## config.mk

```make
export PLATFORM = sky130hd
export DESIGN_NAME = iter_result_collector
export DESIGN_NICKNAME = d
export VERILOG_FILES = /design/src/rtl/iter_result_collector.sv
export SDC_FILE = /design/constraint.sdc
export NUM_CORES = 1
export LEC_CHECK = 0
export BUFFER_PORTS_ARGS = -buffer_cell sky130_fd_sc_hd__buf_2
export CELL_PAD_IN_SITES_DETAIL_PLACEMENT = 2
export CELL_PAD_IN_SITES_GLOBAL_PLACEMENT = 2
export CORE_MARGIN = 2
export CORE_UTILIZATION = 38
export CTS_CLUSTER_DIAMETER = 150
export DETAILED_ROUTE_END_ITERATION = 6
export PLACE_DENSITY_LB_ADDON = 0.1
export SETUP_SLACK_MARGIN = 0.3
export SYNTH_ARGS = -nofsm -noshare
export SYNTH_HDL_FRONTEND = slang
export SYNTH_SLANG_ARGS = --single-unit
```

## constraint.sdc

```tcl
create_clock -name clk -period 5.85 [get_ports clk]
set_input_delay 1.17 -clock clk [delete_from_list [all_inputs] [get_ports clk]]
set_output_delay 1.17 -clock clk [all_outputs]
set_load 0.02 [all_outputs]
```

## src/rtl/iter_result_collector.sv

```systemverilog
// Collects Mandelbrot iterator results round-robin, colours them and writes them to a framebuffer.
// Optional ITER_COLOR_MAP_EN selects the thresholded palette instead of a clamped grey ramp.
module iter_result_collector #(
    parameter int NUM_ITER = 2,
    parameter int MAX_ITER = 100,
    parameter int H_RES    = 640,
    parameter int V_RES    = 480
) (
    input  logic                     clk,
    input  logic                     reset,
    input  logic [NUM_ITER-1:0]      res_valid,
    output logic [NUM_ITER-1:0]      res_ready,
    input  logic [10*NUM_ITER-1:0]   res_x,
    input  logic [9*NUM_ITER-1:0]    res_y,
    input  logic [11*NUM_ITER-1:0]   res_count,
    input  logic [18:0]              total_pixels,
    output logic [18:0]              mem_addr,
    output logic [7:0]               mem_data,
    output logic                     mem_we,
    input  logic                     mem_ack,
    output logic                     frame_done,
    output logic [15:0]              drop_count
);

    localparam int          PW    = (NUM_ITER > 1) ? $clog2(NUM_ITER) : 1;
    localparam logic [10:0] H_LIM = 11'(H_RES);
    localparam logic [9:0]  V_LIM = 10'(V_RES);
    localparam logic [10:0] MAX_C = 11'(MAX_ITER);

    typedef enum logic [1:0] {IDLE, CAPTURE, WRITE} state_e;

    state_e         state_q, state_d;
    logic [PW-1:0]  rrPtr_q, rrPtr_d;
    logic [9:0]     x_q, x_d;
    logic [8:0]     y_q, y_d;
    logic [10:0]    count_q, count_d;
    logic [18:0]    memAddr_q, memAddr_d;
    logic [7:0]     memData_q, memData_d;
    logic [15:0]    dropCount_q, dropCount_d;
    logic [18:0]    pixCount_q, pixCount_d;
    logic [18:0]    target_q, target_d;
    logic           frameDone_q, frameDone_d;

    logic           grantFound;
    logic [PW-1:0]  grantIdx;
    logic           inRange;
    logic [18:0]    pixAddr;
    logic [18:0]    pixInc;

    // Counts above MAX_ITER are clamped first so both palettes see the same range.
    function automatic logic [7:0] colorOf(input logic [10:0] c);
        logic [10:0] cs;
        logic [7:0]  col;
        cs  = (c > MAX_C) ? MAX_C : c;
        col = 8'h00;
`ifdef ITER_COLOR_MAP_EN
        if (cs >= MAX_C)           col = 8'h00;
        else if (cs >= (MAX_C >> 1)) col = 8'hE0;
        else if (cs >= (MAX_C >> 2)) col = 8'hFC;
        else if (cs >= (MAX_C >> 3)) col = 8'h1C;
        else if (cs >= (MAX_C >> 4)) col = 8'h1F;
        else                         col = 8'h03;
`else
        col = (cs > 11'd255) ? 8'hFF : cs[7:0];
`endif
        return col;
    endfunction

    // Search starts at rrPtr_q so the last grantee has lowest priority next time.
    always_comb begin
        grantFound = 1'b0;
        grantIdx   = '0;
        for (int k = 0; k < NUM_ITER; k++) begin
            int idx;
            idx = int'(rrPtr_q) + k;
            if (idx >= NUM_ITER) idx = idx - NUM_ITER;
            if (!grantFound && res_valid[idx]) begin
                grantFound = 1'b1;
                grantIdx   = PW'(idx);
            end
        end
    end

    always_comb begin
        res_ready = '0;
        if (reset && state_q == IDLE && grantFound) res_ready[grantIdx] = 1'b1;
    end

    assign inRange = ({1'b0, x_q} < H_LIM) && ({1'b0, y_q} < V_LIM);
    assign pixAddr = 19'(y_q) * 19'(H_RES) + 19'(x_q);

    // The frame length is re-sampled whenever the pixel counter sits at zero.
    always_comb begin
        state_d     = state_q;
        rrPtr_d     = rrPtr_q;
        x_d         = x_q;
        y_d         = y_q;
        count_d     = count_q;
        memAddr_d   = memAddr_q;
        memData_d   = memData_q;
        dropCount_d = dropCount_q;
        pixCount_d  = pixCount_q;
        target_d    = (pixCount_q == 19'd0) ? total_pixels : target_q;
        frameDone_d = 1'b0;
        pixInc      = pixCount_q + 19'd1;
        case (state_q)
            IDLE: begin
                if (grantFound) begin
                    x_d     = res_x[int'(grantIdx)*10 +: 10];
                    y_d     = res_y[int'(grantIdx)*9 +: 9];
                    count_d = res_count[int'(grantIdx)*11 +: 11];
                    rrPtr_d = (int'(grantIdx) == NUM_ITER - 1) ? '0 : grantIdx + PW'(1);
                    state_d = CAPTURE;
                end
            end
            CAPTURE: begin
                if (inRange) begin
                    memAddr_d = pixAddr;
                    memData_d = colorOf(count_q);
                    state_d   = WRITE;
                end else begin
                    if (dropCount_q != 16'hFFFF) dropCount_d = dropCount_q + 16'd1;
                    state_d = IDLE;
                end
            end
            WRITE: begin
                if (mem_ack) begin
                    state_d = IDLE;
                    if (target_q != 19'd0 && pixInc == target_q) begin
                        pixCount_d  = 19'd0;
                        frameDone_d = 1'b1;
                    end else begin
                        pixCount_d = pixInc;
                    end
                end
            end
            default: state_d = IDLE;
        endcase
    end

    always_ff @(posedge clk or negedge reset) begin
        if (!reset) begin
            state_q     <= IDLE;
            rrPtr_q     <= '0;
            x_q         <= '0;
            y_q         <= '0;
            count_q     <= '0;
            memAddr_q   <= '0;
            memData_q   <= '0;
            dropCount_q <= '0;
            pixCount_q  <= '0;
            target_q    <= '0;
            frameDone_q <= 1'b0;
        end else begin
            state_q     <= state_d;
            rrPtr_q     <= rrPtr_d;
            x_q         <= x_d;
            y_q         <= y_d;
            count_q     <= count_d;
            memAddr_q   <= memAddr_d;
            memData_q   <= memData_d;
            dropCount_q <= dropCount_d;
            pixCount_q  <= pixCount_d;
            target_q    <= target_d;
            frameDone_q <= frameDone_d;
        end
    end

    assign mem_we     = (state_q == WRITE);
    assign mem_addr   = memAddr_q;
    assign mem_data   = memData_q;
    assign frame_done = frameDone_q;
    assign drop_count = dropCount_q;

endmodule

```

==> results.ini <==
[finish]
final_cell_mix = 129 x buf_2, 115 x dfrtp_1, 59 x nor2_1, 43 x a21oi_1, 40 x xnor2_1
final_common_cell = buf_2
nets = 829
diodes = 0
area_growth_pct = 22.4
layout-drive-gt1-share_pct = 30.2

[global_route]
grt_antenna_before_repair = 1
first_global_vias = 5699
grt_max_degree = 66
grt-ovfl-total = 0
grt_first_pass_wirelength_mm = 29.5
grt_usage_pct = 21.3

[floorplanning]
die_y_um = 133
die-area_mm2 = 0.0176
coreArea_mm2 = 0.0164
fp.dieW_um = 133
io_pins = 131
start_util_pct = 38.3
num_rows = 47

[detailed_routing]
vias_per_cell = 5.17
ant_nets = 0
drc = 0
wl_per_cell_um = 18.3
wirelength_mm = 17.5
first_pass_iters = 4
dr.first_iter.drc_count = 152
route.vias.total = 4942

[synthesis]
synthCells = 596
yosysUniqueCellTypes = 54
synth.cell_area_mm2 = 0.00629
synth.top_cell.area_share_pct = 45.8
yosysWarningCount = 0
avgSynthCellArea_um2 = 10.6
synthTopCellsByArea = dfrtp_1 46%, mux2i_1 5.9%, xnor2_1 5.6%, mux2_2 5.6%, ha_1 4.0%
synthArstFlopShare_pct = 100
seq_area_frac_synth_pct = 45.8
synth_top_area_cell = dfrtp_1
synth_edf_count = 0
synth-seq-cells = 115
ys.flop_type = dfrtp_1
syn-num-nets = 702

[setup_path]
end_kind = output port
cp_max_fo = 53
crit_slowest_cell = buf_4
critPathArrivalTime_ns = 2.18
cp.required_ns = 4.68
cp-start-kind = primary input
path_cells = buf_4 > nand2_1 > nor2_1 > buf_2
slowest_delay_ns = 0.52
crit_type = primary input to output port

[clock_network]
post_cts_buffers = 0
cts_root_buf = clkbuf_16
ctsHoldBuffers = 0
cts_resized = 0
cts_made_buffers = 17
cts_max_level = 4
cts_tree = built
cts_sinks = 115
clock_latency_ns = 0.41
cts_buffer_depth = 2
clkTransAtPathRegs_ns = 0.05

[timing]
maxSlewViolCount = 0
hold_viol = 0
setup_tns_ns = 0
worst_slack_ns = 2.50
worstMarginPinSlew_ns = 0.863
period_needed_ns = 3.35
fin_worst_hold_slack_ns = 0.479
fin_crit_sh_pct = 57.3
rsz0062_at_grt = no
clock_skew_ns = 0.0110
setup_viol = 0
fmax_mhz = 299
relSlewSlack_pct = 42.1

[power_and_ir_drop]
p_total_mw = 3.93
leakage_nw = 3.72
max-vdd-ir-drop_mv = 0.254
p_per_area_mw_per_mm2 = 511

[run_status]
outcome = complete, no violations

[place]
pre_cts_slack_ns = 2.46
dp_hpwl_mm = 12.9
portBuffers = 130
gp_congestion = 0.792

[worst_hold_path]
hold_class = register to register

[job]
cap_violations = 0

==> worst max-delay path: cells and delay by family <==
kind | cells | cell delay [ns]
AND/OR/NAND/NOR | 2 | 0.26
buffers and inverters | 2 | 0.69
==> kinds of logic (layout without fill, tap and decap cells) <==
| family | after synthesis | in the layout | share of synthesized area (%) |
|---|---|---|---|
| DFF | 115 | 115 | 45.8 |
| adders and majority gates | 22 | 22 | 4.62 |
| xor gates and xnor gates | 67 | 67 | 9.33 |
| AOI/OAI and AO/OA | 86 | 86 | 7.90 |
| muxes | 68 | 68 | 11.4 |
| and+or+nand+nor | 199 | 199 | 17.4 |
| buffers and inverters | 39 | 179 | 3.56 |
==> synthesized netlist by cell type (all sizes together), types with 7 or more instances <==
library cell / count
dfrtp: 115
nor2: 69
a21oi: 43
xnor2: 40
nand2: 39
mux2i: 37
mux2: 31
xor2: 27
o21ai: 25
ha: 20
buf: 15
nand3: 15
clkbuf: 13
nor4: 13
inv: 11
nand4: 11
and3: 10
nand2b: 7
nor3: 7
==> final timing paths <==
| kind | slack [ns] | cells after the start | to | from |
|---|---|---|---|---|
| setup / recovery | 2.50 | 4 | res_ready[1] | reset |
| hold / removal | 0.48 | 2 | mem_data[5] | mem_data[5] |
| setup reg to reg | 2.67 | 9 | pixCount_q[1] | pixCount_q[0] |
| hold reg to reg | 0.48 | 2 | mem_data[5] | mem_data[5] |
| max in group asynchronous | 3.74 | 2 | pixCount_q[0] | reset |
| min in group asynchronous | 0.82 | 1 | pixCount_q[18] | reset |
==> layer usage <==
| layer | track usage (%) | routed length [µm] | part of all wire, % | vias up |
|---|---|---|---|---|
| met1 | 24.7 | 7180 | 41 | 2486 |
| met2 | 39.1 | 9530 | 54 | 94 |
| met4 | 6.51 | 255 | 1.5 | 2 |
| li1 | - | - | - | 2338 |
| met3 | 4.79 | 550 | 3.1 | 22 |
| met5 | 0 | 12 | 0.068 | - |
==> metrics by stage <==
step                      utilization (%)  cell area [µm²]  std cells
after CTS                            46.9             7700        956
after floorplan                         -             6290        596
after global placement               43.3             7100        924
after detailed placement             43.3             7100        924
final                                46.9             7700        956
after global routing                 46.9             7700        956
==> final cells by class <==
class	count	area (µm²)
multi-input cells	442	3200
clock buffers	24	502
inverters	11	41.3
clock inverters	8	98.8
well taps	220	275
flip-flops and latches	115	2880
repair buffers	136	698
fillers	1724	8710
==> sequential cells by signal, summed over array words and instances (netlist names) <==
name        flops
drop_count     16
pixCount_q     19
mem_data        8
y_q             9
state_q         2
x_q            10
count_q        11
rrPtr_q         1
frame_done      1
mem_addr       19
target_q       19
==> power by group <==
part | internal, mW | total [mW] | switching [mW]
combinational | 0.695 | 1.69 | 0.992
clock | 0.681 | 1.04 | 0.356
sequential | 1.02 | 1.21 | 0.192
Note: power is estimated with default switching activity, not from simulation.
